## config.mk

```make
export PLATFORM = sky130hd
export DESIGN_NAME = ex_fwd_scoreboard_flat
export DESIGN_NICKNAME = d
export VERILOG_FILES = /design/src/rtl/ex_fwd_scoreboard_if.sv /design/src/rtl/ex_fwd_scoreboard.sv /design/src/flat_wrapper.sv
export SDC_FILE = /design/constraint.sdc
export NUM_CORES = 1
export LEC_CHECK = 0
export ABC_CLOCK_PERIOD_IN_PS = 2540
export BUFFER_PORTS_ARGS = -buffer_cell sky130_fd_sc_hd__buf_2
export CAP_MARGIN = 20
export CORE_MARGIN = 8
export CORE_UTILIZATION = 52
export CTS_BUF_LIST = sky130_fd_sc_hd__clkbuf_8
export DETAILED_ROUTE_END_ITERATION = 7
export PLACE_DENSITY = 0.82
export SLEW_MARGIN = 20
export SYNTH_ARGS = -nofsm -noshare
export SYNTH_HDL_FRONTEND = slang
export SYNTH_SLANG_ARGS = --single-unit
```

## constraint.sdc

```tcl
create_clock -name clk -period 2.54 [get_ports clk]
set_input_delay 0.127 -clock clk [delete_from_list [all_inputs] [get_ports clk]]
set_output_delay 0.127 -clock clk [all_outputs]
set_load 0.01 [all_outputs]
```

## src/rtl/ex_fwd_scoreboard_if.sv

```systemverilog
// EX-stage forwarding/hazard bundle between the decode/EX pipeline (master) and the scoreboard (slave).
// sbValid/sbRd/sbLd mirror the scoreboard entries (bit/slot k-1 = stage k) for debug and checking.
interface ex_fwd_scoreboard_if #(
  parameter int NUM_SRC    = 2,
  parameter int FWD_STAGES = 2,
  parameter int REG_AW     = 5,
  parameter int SEL_W      = $clog2(FWD_STAGES + 1),
  parameter int CNT_W      = 16
);
  // ex_valid qualifies every other ex_* field in the cycle it is high; ex_stall is the only
  // backpressure: while it is high the EX instruction is held and re-presented next cycle.
  logic                      ex_valid;
  logic                      ex_regwrite;
  logic                      ex_is_load;
  logic [REG_AW-1:0]         ex_rd;
  logic [NUM_SRC*REG_AW-1:0] ex_rs;
  logic [NUM_SRC-1:0]        ex_rs_used;
  logic                      ex_flush;
  logic                      pipe_hold;
  logic [NUM_SRC*SEL_W-1:0]  fwd_sel;
  logic                      ex_stall;
  logic [CNT_W-1:0]          stall_cnt;
  logic [FWD_STAGES-1:0]        sbValid;
  logic [FWD_STAGES*REG_AW-1:0] sbRd;
  logic [FWD_STAGES-1:0]        sbLd;

  modport master (
    output ex_valid, ex_regwrite, ex_is_load, ex_rd, ex_rs, ex_rs_used, ex_flush, pipe_hold,
    input  fwd_sel, ex_stall, stall_cnt, sbValid, sbRd, sbLd
  );

  modport slave (
    input  ex_valid, ex_regwrite, ex_is_load, ex_rd, ex_rs, ex_rs_used, ex_flush, pipe_hold,
    output fwd_sel, ex_stall, stall_cnt, sbValid, sbRd, sbLd
  );
endinterface

```

## src/rtl/ex_fwd_scoreboard.sv

```systemverilog
// EX-stage forwarding select and load-use stall unit for the RV32I pipeline, backed by a
// private shift-register scoreboard of in-flight writers (stage 1 = MEM, stage 2 = WB, ...).
module ex_fwd_scoreboard #(
  parameter int NUM_SRC    = 2,
  parameter int FWD_STAGES = 2,
  parameter int REG_AW     = 5,
  parameter int LOAD_RDY   = 2,
  parameter int SEL_W      = $clog2(FWD_STAGES + 1),
  parameter int CNT_W      = 16
) (
  input  logic clk,
  input  logic reset,
  ex_fwd_scoreboard_if.slave bus
);

  logic              entValid [1:FWD_STAGES];
  logic [REG_AW-1:0] entRd    [1:FWD_STAGES];
  logic              entLd    [1:FWD_STAGES];
  logic [CNT_W-1:0]  stallCnt;

  logic [NUM_SRC*SEL_W-1:0] selFlat;
  logic [NUM_SRC-1:0]       hazVec;
  logic [REG_AW-1:0]        rsCur;
  logic                     found;
  logic                     exLive;
  logic                     exStall;

  // A flushed or empty EX slot can neither forward nor stall.
  assign exLive = bus.ex_valid & ~bus.ex_flush;

  // Stage 1 is searched first, so the youngest producer of a register wins.
  always_comb begin
    selFlat = '0;
    hazVec  = '0;
    rsCur   = '0;
    found   = 1'b0;
    for (int i = 0; i < NUM_SRC; i++) begin
      rsCur = bus.ex_rs[i*REG_AW +: REG_AW];
      found = 1'b0;
      for (int k = 1; k <= FWD_STAGES; k++) begin
        if (!found && exLive && bus.ex_rs_used[i] && entValid[k] &&
            (entRd[k] != '0) && (entRd[k] == rsCur)) begin
          found                      = 1'b1;
          selFlat[i*SEL_W +: SEL_W]  = SEL_W'(k);
          hazVec[i]                  = (k < LOAD_RDY) && entLd[k];
        end
      end
    end
  end

  assign exStall = |hazVec;

  always_ff @(posedge clk) begin
    if (reset) begin
      for (int k = 1; k <= FWD_STAGES; k++) begin
        entValid[k] <= 1'b0;
        entRd[k]    <= '0;
        entLd[k]    <= 1'b0;
      end
      stallCnt <= '0;
    end else if (!bus.pipe_hold) begin
      for (int k = FWD_STAGES; k >= 2; k--) begin
        entValid[k] <= entValid[k-1];
        entRd[k]    <= entRd[k-1];
        entLd[k]    <= entLd[k-1];
      end
      // A stalled instruction stays in EX, so a bubble enters stage 1 instead.
      entValid[1] <= bus.ex_valid & bus.ex_regwrite & ~bus.ex_flush & ~exStall;
      entRd[1]    <= bus.ex_rd;
      entLd[1]    <= bus.ex_is_load;
      if (exStall && !(&stallCnt)) begin
        stallCnt <= stallCnt + 1'b1;
      end
    end
  end

  assign bus.fwd_sel   = selFlat;
  assign bus.ex_stall  = exStall;
  assign bus.stall_cnt = stallCnt;

  for (genvar k = 1; k <= FWD_STAGES; k++) begin : g_dbg
    assign bus.sbValid[k-1]                 = entValid[k];
    assign bus.sbRd[(k-1)*REG_AW +: REG_AW] = entRd[k];
    assign bus.sbLd[k-1]                    = entLd[k];
  end

endmodule
```

## src/flat_wrapper.sv

```systemverilog
// flat-port wrapper written by rule: the top's interface ports become plain ports
module ex_fwd_scoreboard_flat 
#(
  parameter int NUM_SRC    = 2,
  parameter int FWD_STAGES = 2,
  parameter int REG_AW     = 5,
  parameter int LOAD_RDY   = 2,
  parameter int SEL_W      = $clog2(FWD_STAGES + 1),
  parameter int CNT_W      = 16
)
  (clk, reset, bus_ex_valid, bus_ex_regwrite, bus_ex_is_load, bus_ex_rd, bus_ex_rs, bus_ex_rs_used, bus_ex_flush, bus_pipe_hold, bus_fwd_sel, bus_ex_stall, bus_stall_cnt, bus_sbValid, bus_sbRd, bus_sbLd);
  ex_fwd_scoreboard_if #(.NUM_SRC(NUM_SRC), .FWD_STAGES(FWD_STAGES), .REG_AW(REG_AW), .SEL_W(SEL_W), .CNT_W(CNT_W)) bus_i ();
  input  logic clk;
  input  logic reset;
  input wire logic [$bits(bus_i.ex_valid)-1:0] bus_ex_valid;
  input wire logic [$bits(bus_i.ex_regwrite)-1:0] bus_ex_regwrite;
  input wire logic [$bits(bus_i.ex_is_load)-1:0] bus_ex_is_load;
  input wire logic [$bits(bus_i.ex_rd)-1:0] bus_ex_rd;
  input wire logic [$bits(bus_i.ex_rs)-1:0] bus_ex_rs;
  input wire logic [$bits(bus_i.ex_rs_used)-1:0] bus_ex_rs_used;
  input wire logic [$bits(bus_i.ex_flush)-1:0] bus_ex_flush;
  input wire logic [$bits(bus_i.pipe_hold)-1:0] bus_pipe_hold;
  output wire logic [$bits(bus_i.fwd_sel)-1:0] bus_fwd_sel;
  output wire logic [$bits(bus_i.ex_stall)-1:0] bus_ex_stall;
  output wire logic [$bits(bus_i.stall_cnt)-1:0] bus_stall_cnt;
  output wire logic [$bits(bus_i.sbValid)-1:0] bus_sbValid;
  output wire logic [$bits(bus_i.sbRd)-1:0] bus_sbRd;
  output wire logic [$bits(bus_i.sbLd)-1:0] bus_sbLd;
  assign bus_i.ex_valid = bus_ex_valid;
  assign bus_i.ex_regwrite = bus_ex_regwrite;
  assign bus_i.ex_is_load = bus_ex_is_load;
  assign bus_i.ex_rd = bus_ex_rd;
  assign bus_i.ex_rs = bus_ex_rs;
  assign bus_i.ex_rs_used = bus_ex_rs_used;
  assign bus_i.ex_flush = bus_ex_flush;
  assign bus_i.pipe_hold = bus_pipe_hold;
  assign bus_fwd_sel = bus_i.fwd_sel;
  assign bus_ex_stall = bus_i.ex_stall;
  assign bus_stall_cnt = bus_i.stall_cnt;
  assign bus_sbValid = bus_i.sbValid;
  assign bus_sbRd = bus_i.sbRd;
  assign bus_sbLd = bus_i.sbLd;
  ex_fwd_scoreboard #(.NUM_SRC(NUM_SRC), .FWD_STAGES(FWD_STAGES), .REG_AW(REG_AW), .LOAD_RDY(LOAD_RDY), .SEL_W(SEL_W), .CNT_W(CNT_W)) u_core (.clk(clk), .reset(reset), .bus(bus_i));
endmodule
```

==> metrics.log <==
INFO  metric dr_wl_cell = 15.4 microns
INFO  metric place_congestion = 0.880
INFO  metric hold_path_end = u_core.entRd[1][4]$_SDFFCE_PN0P_
INFO  metric cts_max_level = 2
INFO  metric drc = 0
INFO  metric die_area = 5510 sq um
INFO  metric postCtsHoldBufs = 0
INFO  metric fin_setup_tns = 0 ps
INFO  metric tritoncts_num_sinks = 30
INFO  metric slew_at_the_pin_closest_to_its_max_slew_limit = 882 ps
INFO  metric setup.worst_path.end_class = output port
INFO  metric multi_input_combinational_cell_area = 932 sq um
INFO  metric timing.critical_path.from_type = register
INFO  metric drive_above_1_share = 0.303
INFO  metric grt_first_pass_wirelength = 7.38 mm
INFO  metric portion_of_the_clock_cycle_consumed_by_the_worst_path_in_the_final_layout = 0.910
INFO  metric detail_route.iter0.violations = 134
INFO  metric async_flop_share = 0
INFO  metric slew_violations = 0
INFO  metric yosys_warning_total = 0
INFO  metric r2r-start = u_core.entRd[1][2]$_SDFFCE_PN0P_
INFO  metric floorplan.initialDensity = 0.536
INFO  metric yosysTopAreaCellShare = 0.239
INFO  metric post_drt_via_cell_ratio = 5.71
INFO  metric grt_setup_unrepaired = false
INFO  metric holdCritPathClass = primary input to register
INFO  metric instances_no_fill = 287
INFO  metric critical_path.cell_chain = xnor2_1 -> nand4_1 -> o22a_1 -> nor2_1 -> buf_2
INFO  metric groute.usage.overall = 0.172
INFO  metric dieWidth = 74.2 microns
INFO  metric worstPathMaxFanout = 30
INFO  metric core_area = 3280 sq um
INFO  metric worstPathArrival = 2180 ps
INFO  metric cts_tree = yes
INFO  metric tritoncts.num_buffers = 5
INFO  metric period_needed = 2310 ps
INFO  metric met3WireLength = 412 microns
INFO  metric fin_hold_ws = 120 ps
INFO  metric layout.core_utilization = 0.650
INFO  metric finalNetCount = 265
INFO  metric seq_total_area_yosys = 0.420
INFO  metric critPathKind = register to output port
INFO  metric antenna_cells_inserted = 0
INFO  metric synth_area_leaders = edfxtp_1 (24%), dfxtp_1 (18%), xnor2_1 (6.0%)
INFO  metric timing.critical_path.max_delay_family = compound AO/OA/AOI/OAI gates
INFO  metric detailroute.via_count = 1639
INFO  metric register_area = 741 sq um
INFO  metric detailed_place_hpwl = 3.32 mm
INFO  metric clkTransAtPathRegs = 60 ps
INFO  metric first_global_vias = 1568
INFO  metric postRouteAntennaNets = 0
INFO  metric report.final.setup_viol = 0
INFO  metric regToRegSetupSlack = 260 ps
INFO  metric ys_seq_elements = 30
INFO  metric clock-skew-final = 6.59 ps
INFO  metric max_cap_viol_count = 0
INFO  metric reg2reg_depth = 5
INFO  metric route.top_layer_used = met4
INFO  metric postSynthNetCount = 211
INFO  metric relSlewSlack = 0.412
INFO  metric crit_path_max_incr_delay = 750 ps
INFO  metric mappedNetlistArea = 1760 sq um
INFO  metric placed_inst_area = 2040 sq um
INFO  metric synthFlopType = dfxtp_1
INFO  metric syn_inst = 186
INFO  metric regToRegEndpoint = u_core.bus.stall_cnt[14]$_SDFFE_PP0P_
INFO  metric worst_path_max_delay_cell = o22a_1
INFO  metric hp-start = bus_ex_rd[4]
INFO  metric leakage = 0.838 nW
INFO  metric syn_avg_cell_area = 9.47 sq um
INFO  metric netlist-cell-type-count = 38
INFO  metric clockRootBuffer = clkbuf_8
INFO  metric final_cell_area = 2130 sq um
INFO  metric io_pins = 59
INFO  metric floorplan.rows = 21
INFO  metric synth_enable_flop_cells = 14
INFO  metric fmax = 433 MHz
INFO  metric portBuffers = 58
INFO  metric data_required_time_of_the_critical_path = 2410 ps
INFO  metric post_cts.repair.setup_buffers = 0
INFO  metric clk_path_buf_depth = 2
INFO  metric overall_overflow_remaining_after_global_route = 0
INFO  metric timing_hold_violations_final = 0
INFO  metric grt_start_max_net_pins = 31
INFO  metric run_status = finished clean
INFO  metric routed_wirelength = 4.41 mm
INFO  metric timing.hold.worst_path_depth = 2
INFO  metric first_pass_iters = 4
INFO  metric vdd_ir_drop_max = 0.000391 V
INFO  metric wirelength_met1 = 1.84 mm
INFO  metric number_of_antenna_violations_at_the_first_check_in_global_routing = 0
INFO  metric detailroute.wirelength.met2 = 2.10 mm
INFO  metric floorplan.die.height = 74.2 microns
INFO  metric area_growth = 21.1%
INFO  metric cp_num_buf_inv = 1
INFO  metric netlist.top_cell.by_area = edfxtp_1
INFO  metric dp_cells = 279
INFO  metric fillerInstances = 279
INFO  metric pwr_density_cell = 496 nW/um^2
INFO  metric clock_latency = 280 ps
INFO  metric number_of_resized_instances_in_the_post_cts_repair_step = 0
[state kept, by name (all words and copies together) (netlist names)]
register,flops
u_core.entLd,2
u_core.entValid,2
u_core.entRd,10
u_core.bus.stall_cnt,16
[layout make-up]
| type | count | share of cell area |
|---|---|---|
| Multi-Input combinational cell | 141 | 0.437 |
| Clock inverter | 2 | 0.00352 |
| Clock buffer | 6 | 0.0387 |
| Inverter | 2 | 0.00352 |
| Sequential cell | 30 | 0.347 |
| Tap cell | 46 | 0.0270 |
| Timing Repair Buffer | 60 | 0.143 |
[how the worst max path moves through the flow]
| stage | from | endpoint | depth (start not counted) |
|---|---|---|---|
| 5_1_grt | u_core.entRd[1][2]$_SDFFCE_PN0P_ | bus_ex_stall | 5 |
| 3_5_place_dp | u_core.entRd[1][1]$_SDFFCE_PN0P_ | u_core.bus.stall_cnt[3]$_SDFFE_PP0P_ | 5 |
| 2_1_floorplan | u_core.entRd[1][1]$_SDFFCE_PN0P_ | u_core.bus.stall_cnt[2]$_SDFFE_PP0P_ | 5 |
| 6_report | u_core.entRd[1][2]$_SDFFCE_PN0P_ | bus_ex_stall | 5 |
| 3_3_place_gp | u_core.entRd[1][1]$_SDFFCE_PN0P_ | u_core.bus.stall_cnt[4]$_SDFFE_PP0P_ | 5 |
| 4_1_cts | u_core.entRd[1][2]$_SDFFCE_PN0P_ | bus_ex_stall | 5 |
[power by group]
| group | internal, mW | switching (mW) | leakage (nW) |
|---|---|---|---|
| logic | 0.0571 | 0.0693 | 0.502 |
| registers | 0.525 | 0.0217 | 0.282 |
| clock network | 0.212 | 0.173 | 0.0538 |
| total | 0.794 | 0.264 | 0.838 |
[cells in the mapped netlist, types with 2 or more instances]
cell,instances
buf_4,4
nand3_1,9
o31ai_1,11
inv_1,2
xnor2_1,12
and2_1,13
buf_2,2
o21ai_0,3
nor2b_1,4
nand4_1,10
buf_6,2
clkbuf_1,5
nor2_1,10
xor2_1,8
or4_1,13
dfxtp_1,16
nand2_1,9
nor3_1,4
a21oi_1,13
edfxtp_1,14
or3_1,3
nor4_1,3
[cells by family (layout without fill, tap and decap cells)]
logic type,after synthesis,count (layout),synth area share
fa+ha+maj,1,1,0.00710
compound gates,33,33,0.124
buf+inv,15,70,0.0504
mux,2,2,0.0149
simple gates,85,85,0.283
xor+xnor,20,20,0.0994
flops,30,30,0.420
[cell usage in the layout (no fill, tap or decap), types with 2 or more instances in the layout]
cell,Yosys,final
or3_1,3,3
xor2_1,8,8
nor4_1,3,3
nand2_1,9,9
nor2_1,10,10
and2_1,13,13
buf_4,4,2
xnor2_1,12,12
nand4_1,10,10
o31ai_1,11,11
inv_1,2,4
nor2b_1,4,4
or4_1,13,13
clkbuf_8,0,6
buf_2,2,58
nand3_1,9,9
a21oi_1,13,13
edfxtp_1,14,14
o21ai_0,3,3
nor3_1,4,4
dfxtp_1,16,16
[routing by layer]
metal / up-vias / global-route usage
met1: 772 / 0.211
met3: 5 / 0.0499
met4: 0 / 0.0643
li1: 802 / -
met5: - / 0
met2: 60 / 0.276
[worst reg2reg max path, stage by stage (launching register included)]
cell      delay, ps
edfxtp_1        480
xnor2_1         210
nand4_1         160
o22a_1          550
or4_1           650
a21oi_1         170
[through the flow]
step	power [mW]	setup slack [ps]
after global routing	1.10	95.7
final	1.06	230
after CTS	1.07	216
after floorplan	0.634	532
after detailed placement	0.683	310
after global placement	0.679	366
Power figures use the tool's default switching activity.
